<file path="src/rtl/gem_cluster_packer.sv">
// Cluster compactor and frame packer for the GEM trigger fiber link.
// Queues up to eight clusters per strobe and emits four clusters per two-cycle frame.
module gem_cluster_packer #(
  parameter int unsigned FIFO_DEPTH = 16,
  parameter logic [13:0] EMPTY_WORD = 14'h3FFF
) (
  input  logic                          TRG_CLK80,
  input  logic                          TRG_RST_N,
  input  logic                          BX0_SYNC,
  input  logic                          CLUSTER_STB,
  input  logic [7:0]                    CLUSTER_VLD,
  input  logic [111:0]                  CLUSTERS,
  input  logic                          CLUSTER_OVF,
  output logic [55:0]                   GEM_DATA,
  output logic                          GEM_OVERFLOW,
  output logic                          FRAME_PHASE,
  output logic [$clog2(FIFO_DEPTH):0]   FIFO_CNT,
  output logic [15:0]                   DROP_CNT
);

  localparam int unsigned CW    = 14;
  localparam int unsigned NIN   = 8;
  localparam int unsigned NOUT  = 4;
  localparam int unsigned PTR_W = $clog2(FIFO_DEPTH);
  localparam int unsigned CNT_W = PTR_W + 1;

  localparam logic PH_FIRST = 1'b0;
  localparam logic PH_LOAD  = 1'b1;

  logic [CW-1:0]    mem_q [FIFO_DEPTH];
  logic [PTR_W-1:0] rd_ptr_q, rd_ptr_d;
  logic [PTR_W-1:0] wr_ptr_q, wr_ptr_d;
  logic [CNT_W-1:0] cnt_q, cnt_d;
  logic             phase_q, phase_d;
  logic             pend_q, pend_d;
  logic             ovf_q, ovf_d;
  logic [55:0]      data_q, data_d;
  logic [15:0]      drop_q, drop_d;

  logic [CW-1:0]    comp [NIN];
  logic [3:0]       n_valid;
  logic [3:0]       n_acc;
  logic [3:0]       n_drop;
  logic [2:0]       n_pop;
  logic [CNT_W-1:0] free_slots;
  logic             load;
  logic             ovf_cond;
  logic [16:0]      drop_sum;

  // Compact valid input slots toward index 0, preserving ascending slot order.
  always_comb begin
    n_valid = '0;
    for (int k = 0; k < NIN; k++) begin
      comp[k] = EMPTY_WORD;
    end
    if (CLUSTER_STB) begin
      for (int k = 0; k < NIN; k++) begin
        if (CLUSTER_VLD[k]) begin
          comp[n_valid[2:0]] = CLUSTERS[CW*k +: CW];
          n_valid            = n_valid + 4'd1;
        end
      end
    end
  end

  // Pop/push sizing; the pop frees room for a same-edge push.
  always_comb begin
    load  = (phase_q == PH_LOAD);
    n_pop = '0;
    if (load) begin
      n_pop = (cnt_q >= CNT_W'(NOUT)) ? 3'd4 : cnt_q[2:0];
    end
    free_slots = CNT_W'(FIFO_DEPTH) - cnt_q + CNT_W'(n_pop);
    n_acc      = (CNT_W'(n_valid) <= free_slots) ? n_valid : free_slots[3:0];
    n_drop     = n_valid - n_acc;
    ovf_cond   = (n_drop != 4'd0) || (CLUSTER_STB && CLUSTER_OVF);
    drop_sum   = {1'b0, drop_q} + 17'(n_drop);
  end

  always_comb begin
    phase_d  = (phase_q == PH_LOAD) ? PH_FIRST : PH_LOAD;
    rd_ptr_d = rd_ptr_q + PTR_W'(n_pop);
    wr_ptr_d = wr_ptr_q + PTR_W'(n_acc);
    cnt_d    = cnt_q - CNT_W'(n_pop) + CNT_W'(n_acc);
    drop_d   = drop_sum[16] ? 16'hFFFF : drop_sum[15:0];
    data_d   = data_q;
    ovf_d    = ovf_q;
    pend_d   = pend_q | ovf_cond;
    if (BX0_SYNC) begin
      phase_d = PH_FIRST;
    end
    // Frame load: head of queue only, same-edge pushes land behind it.
    if (load) begin
      for (int s = 0; s < NOUT; s++) begin
        data_d[CW*s +: CW] = (3'(s) < n_pop) ? mem_q[rd_ptr_q + PTR_W'(s)] : EMPTY_WORD;
      end
      ovf_d  = pend_q | ovf_cond;
      pend_d = 1'b0;
    end
  end

  always_ff @(posedge TRG_CLK80 or negedge TRG_RST_N) begin
    if (!TRG_RST_N) begin
      phase_q  <= PH_FIRST;
      rd_ptr_q <= '0;
      wr_ptr_q <= '0;
      cnt_q    <= '0;
      pend_q   <= 1'b0;
      ovf_q    <= 1'b0;
      data_q   <= {NOUT{EMPTY_WORD}};
      drop_q   <= '0;
    end else begin
      phase_q  <= phase_d;
      rd_ptr_q <= rd_ptr_d;
      wr_ptr_q <= wr_ptr_d;
      cnt_q    <= cnt_d;
      pend_q   <= pend_d;
      ovf_q    <= ovf_d;
      data_q   <= data_d;
      drop_q   <= drop_d;
    end
  end

  // Queue storage needs no reset; pointers and count define its contents.
  always_ff @(posedge TRG_CLK80) begin
    for (int i = 0; i < NIN; i++) begin
      if (4'(i) < n_acc) begin
        mem_q[wr_ptr_q + PTR_W'(i)] <= comp[i];
      end
    end
  end

  assign GEM_DATA     = data_q;
  assign GEM_OVERFLOW = ovf_q;
  assign FRAME_PHASE  = phase_q;
  assign FIFO_CNT     = cnt_q;
  assign DROP_CNT     = drop_q;

endmodule

</file>
<file path="config.mk">
export PLATFORM = sky130hd
export DESIGN_NAME = gem_cluster_packer
export DESIGN_NICKNAME = d
export VERILOG_FILES = /design/src/rtl/gem_cluster_packer.sv
export SDC_FILE = /design/constraint.sdc
export NUM_CORES = 2
export LEC_CHECK = 0
export CAP_MARGIN = 0
export CORE_ASPECT_RATIO = 1.75
export CORE_UTILIZATION = 45
export DETAILED_ROUTE_END_ITERATION = 10
export SYNTH_ARGS = -nofsm -noshare
export SYNTH_HDL_FRONTEND = slang
export SYNTH_SLANG_ARGS = --single-unit
</file>
<file path="constraint.sdc">
create_clock -name TRG_CLK80 -period 6.9 [get_ports TRG_CLK80]
set_input_delay 1.38 -clock TRG_CLK80 [delete_from_list [all_inputs] [get_ports TRG_CLK80]]
set_output_delay 1.38 -clock TRG_CLK80 [all_outputs]
set_load 0.01 [all_outputs]
</file>
==> results of run 1 <==
## per-layer routing
layer	GRT usage (%)	GRT overflow
met1	74.6	1
met2	93.9	247
met5	19.4	0
met3	56.0	8
met4	78.3	181
## repair_timing
action / 4_1_cts
gates resized for setup: 397
buffers inserted: 125
pin swaps: 119
cloned: 15
endpoints found under the setup margin: 474
## cell families after synthesis
kind of cell,synth area share [%]
mux,21.5
buf+inv,5.96
flops,23.0
simple gates,14.0
xor+xnor,1.48
compound gates,32.3
fa+ha+maj,1.80
## through the flow
stage / hold slack (ns) / cells / utilization [%] / setup WS (ns)
CTS: 0.544 / 6712 / 65.9 / -0.887
detailed placement: 0.534 / 6526 / 61.3 / -2.68
global placement: 0.528 / 6526 / 61.3 / -2.72
floorplan: 0.493 / 4551 / - / -2.02
==> impl_metrics.json, run 1 <==
{
  "cts_buffers": 31,
  "yosysTopAreaCell": "edfxtp_1",
  "dpl_cell_area_mm2": 0.0527,
  "failing_step": "5_1_grt",
  "status": "aborted with a tool error",
  "synth_seq_cells": 312,
  "detailed_place_hpwl_mm": 215,
  "grt_pass1_wl_mm": 482,
  "async_reset_ff_share_pct": 28.2,
  "synth_most_common_cell": "nand2_1",
  "rows": 142,
  "grt_pass1_vias": 58600,
  "cts_buffer_depth": 3,
  "syn_inst": 4551,
  "die_y_um": 392,
  "syn_avg_cell_area_um2": 8.61,
  "dieWidth_um": 225,
  "synth_cell_types": 92,
  "ctsHoldBuffers": 0,
  "ys_seq_area_share_pct": 23.0,
  "synth_area_mm2": 0.0392,
  "portBuffers": 203,
  "cts.sinks": 312,
  "grt_max_degree": 154,
  "synthTopCellsByArea": "edfxtp_1 (17%), mux4_2 (16%), nand2_1 (4.4%)",
  "synth_warnings": 0,
  "htreeDepth": 1,
  "gp_congestion": 1.18,
  "start_util_pct": 45.6,
  "ios": 204,
  "cts_root_buf": "clkbuf_16",
  "tool.error": "[ERROR GRT-0116] Global routing finished with congestion. Check the congestion regions in the DRC Viewer.",
  "synth_edf_count": 224,
  "grt-ovfl-total": 437,
  "synthFlopType": "edfxtp_1",
  "syn-num-nets": 4727,
  "synth_commonest_cells": "nand2_1 (462), clkbuf_1 (453), nor2_1 (421), a21oi_1 (308), mux4_2 (280)",
  "track_usage_pct": 75.0,
  "synth_top_area_share_pct": 17.2
}
==> run 2, diff against run 1 <==
--- a/config.mk
+++ b/config.mk
@@ -6,9 +6,9 @@
 export NUM_CORES = 2
 export LEC_CHECK = 0
 export CAP_MARGIN = 0
-export CORE_ASPECT_RATIO = 1.75
-export CORE_UTILIZATION = 45
+export CORE_UTILIZATION = 30
 export DETAILED_ROUTE_END_ITERATION = 10
+export PLACE_DENSITY_LB_ADDON = 0.15
 export SYNTH_ARGS = -nofsm -noshare
 export SYNTH_HDL_FRONTEND = slang
 export SYNTH_SLANG_ARGS = --single-unit
==> run 2 against run 1 <==
Against the previous run: synthesized cell count unchanged; the flow now finishes, with violations (negative setup slack); area after synthesis unchanged.
==> impl_metrics.json, run 2 <==
{
  "status": "finished with violations",
  "violations": "negative setup slack",
  "async_reset_ff_share_pct": 28.2,
  "cts_buffer_depth": 3,
  "multi_input_area_mm2": 0.0316,
  "rows": 132,
  "cp_max_fo": 10,
  "syn_inst": 4551,
  "dieWidth_um": 363,
  "worstPathArrival_ns": 8.17,
  "route.detailed.wl_per_inst_um": 41.5,
  "cts_root_buf": "clkbuf_16",
  "coreArea_mm2": 0.129,
  "layout_common_cells": "buf_4 (1020), nand2_1 (413), nor2_1 (382), mux4_2 (280), buf_12 (253)",
  "start_util_pct": 30.3,
  "synthAdderAreaFrac_pct": 1.80,
  "internal_power_w": 0.0171,
  "clkPwrFrac_pct": 6.6,
  "gp_congestion": 1.07,
  "clk_latency_ns": 0.64,
  "stdcell_count": 7539,
  "skew_ns": 0.0485,
  "drt-vias-per-instance": 6.84,
  "cts_buffers": 40,
  "synthFlopType": "edfxtp_1",
  "synthTopCellsByArea": "edfxtp_1 (17%), mux4_2 (16%), nand2_1 (4.4%)",
  "synthMuxAreaShare_pct": 21.5,
  "via_count": 51500,
  "endpoint_kind": "register",
  "layout_setup_ws_ns": -0.941,
  "cp_common_cell": "ha_4",
  "detailed_place_hpwl_mm": 241,
  "final.fill_count": 12300,
  "syn_avg_cell_area_um2": 8.61,
  "required_ns": 7.23,
  "utilization_pct": 48.1,
  "antenna_found_initial": 19,
  "dieArea_mm2": 0.132,
  "peakVddDrop_mv": 0.401,
  "yosys.area_share.simple_pct": 14.0,
  "final_common_cell": "buf_4",
  "syn-num-nets": 4727,
  "portBuffers": 203,
  "synth_most_common_cell": "nand2_1",
  "drt_iter0_markers": 8773,
  "grt_max_degree": 138,
  "antenna_left": 0,
  "wirelength_mm": 313,
  "maxSlewViolCount": 0,
  "cts_tree": "done",
  "synth_area_mm2": 0.0392,
  "ff_latch_area_mm2": 0.00901,
  "p_comb_share_pct": 77.9,
  "drive_gt1_share_pct": 43.2,
  "slew_headroom_pct": 6.41,
  "grt-ovfl-total": 0,
  "post-route-period-util_pct": 114,
  "synth_commonest_cells": "nand2_1 (462), clkbuf_1 (453), nor2_1 (421), a21oi_1 (308), mux4_2 (280)",
  "numPlacedInstances": 7187,
  "synth_edf_count": 224,
  "grt_pass1_wl_mm": 408,
  "fin_nets": 5929,
  "power_density_mw_per_mm2": 550,
  "synth_cell_types": 92,
  "top_register": "mem_q",
  "syn_to_final_growth_pct": 58.9,
  "htreeDepth": 2,
  "hold_class": "reg -> reg",
  "crit_slowest_cell": "fa_2",
  "p_leak_nw": 23.1,
  "switching_share_pct": 50.2,
  "yosys.area_share.xor_xnor_pct": 1.48,
  "power_frac_seq_pct": 15.5,
  "clk_pin_slew_ns": 0.06,
  "track_usage_pct": 44.5,
  "largest_register_ffs": 224,
  "setup_tns_ns": -347.73,
  "grt_pass1_vias": 47700,
  "cpPeakStageDelay_ns": 0.57,
  "ys_seq_area_share_pct": 23.0,
  "crit_path_start_kind": "input pin",
  "critPathKind": "in -> reg",
  "hold_viol_final": 0,
  "synth_seq_cells": 312,
  "finalSetupViolCount": 472,
  "drc": 0,
  "worst_pin_slew_ns": 1.40,
  "synth_top_area_share_pct": 17.2,
  "layout_min_cycle_time_ns": 7.84,
  "synth_top_family_by_area": "compound AO/OA/AOI/OAI gates",
  "maxCapViolations": 0,
  "drtPass1Iterations": 7,
  "ios": 204,
  "cts.sinks": 312,
  "yosysTopAreaCell": "edfxtp_1",
  "timing.fmax_mhz": 128,
  "rsz0062_at_grt": "true",
  "p_sw_w": 0.0172,
  "synth_compound_area_share_pct": 32.3,
  "die_y_um": 363,
  "synth_warnings": 0
}
## run 2: cell counts after synthesis
Identical to the previous run, type by type.
## run 2: worst max-delay path: cells and delay by family
family / cells / cell delay (ns)
multiplexers: 2 / 0.33
adder cells (fa/ha/maj): 6 / 1.69
AO/OA/AOI/OAI: 7 / 1.14
buffers and inverters: 16 / 1.85
AND/OR/NAND/NOR: 9 / 1.70
## run 2: logic make-up after synthesis
group	Yosys count
AOI/OAI and AO/OA	1780
and+or+nand+nor	1261
buffers and inverters	605
muxes	485
DFF	312
xor gates and xnor gates	57
adders and majority gates	51
## run 2: power groups by stage
stage	Sequential, W	Clock [W]	Combinational (W)
floorplan	0.00442	0	0.0110
global placement	0.00512	0	0.0220
detailed placement	0.00518	0	0.0221
CTS	0.00515	0.00229	0.0233
global route	0.00535	0.00235	0.0271
finish	0.00529	0.00228	0.0267
## run 2: routing by layer
layer,GRT usage [%],vias up,share of wire [%]
met5,1.71,-,0.12
met4,27.3,12,8.9
met3,14.4,1278,13
met2,66.1,4168,42
met1,55.7,25400,37
li1,-,20600,-
## run 2: cell type report
class | count | area share (%)
clock inverters | 27 | 0.508
inverters | 71 | 0.458
flip-flops and latches | 312 | 14.5
clock buffers | 47 | 1.68
multi-input cells | 3636 | 50.7
well taps | 1742 | 3.50
diodes | 12 | 0.0482
repair buffers | 1692 | 28.6
## run 2: what timing repair did
| item | in CTS | in global routing |
|---|---|---|
| cloned | 9 | 29 |
| endpoints found under the setup margin | 475 | 474 |
| pin swaps | 61 | 247 |
| setup buffers | 75 | 180 |
| hold buffers | 0 | 0 |
| gates resized for setup | 225 | 660 |
## run 2: metrics by stage
step                      total power (W)  cell area [µm²]  hold slack [ns]  setup slack, ns
after global routing               0.0348            62200            0.505            -1.17
final                              0.0342            62300            0.475           -0.941
after global placement             0.0271            54200            0.467            -2.56
after detailed placement           0.0272            54200            0.469            -2.60
after floorplan                    0.0154            39900            0.493            -2.02
after CTS                          0.0307            57300            0.477           -0.978
## run 2: final timing paths
check                          startpoint           end  slack (ns)  cells after the start
max                        CLUSTER_VLD[0]   mem_q[3][2]       -0.94                     40
min                           rd_ptr_q[3]   rd_ptr_q[3]        0.47                      1
max reg2reg                   FIFO_CNT[3]   mem_q[3][2]        1.06                     25
min reg2reg                   rd_ptr_q[3]   rd_ptr_q[3]        0.47                      1
max in group asynchronous       TRG_RST_N  GEM_DATA[53]        5.15                      2
min in group asynchronous       TRG_RST_N   FIFO_CNT[4]        0.72                      1
Power figures use the tool's default switching activity.
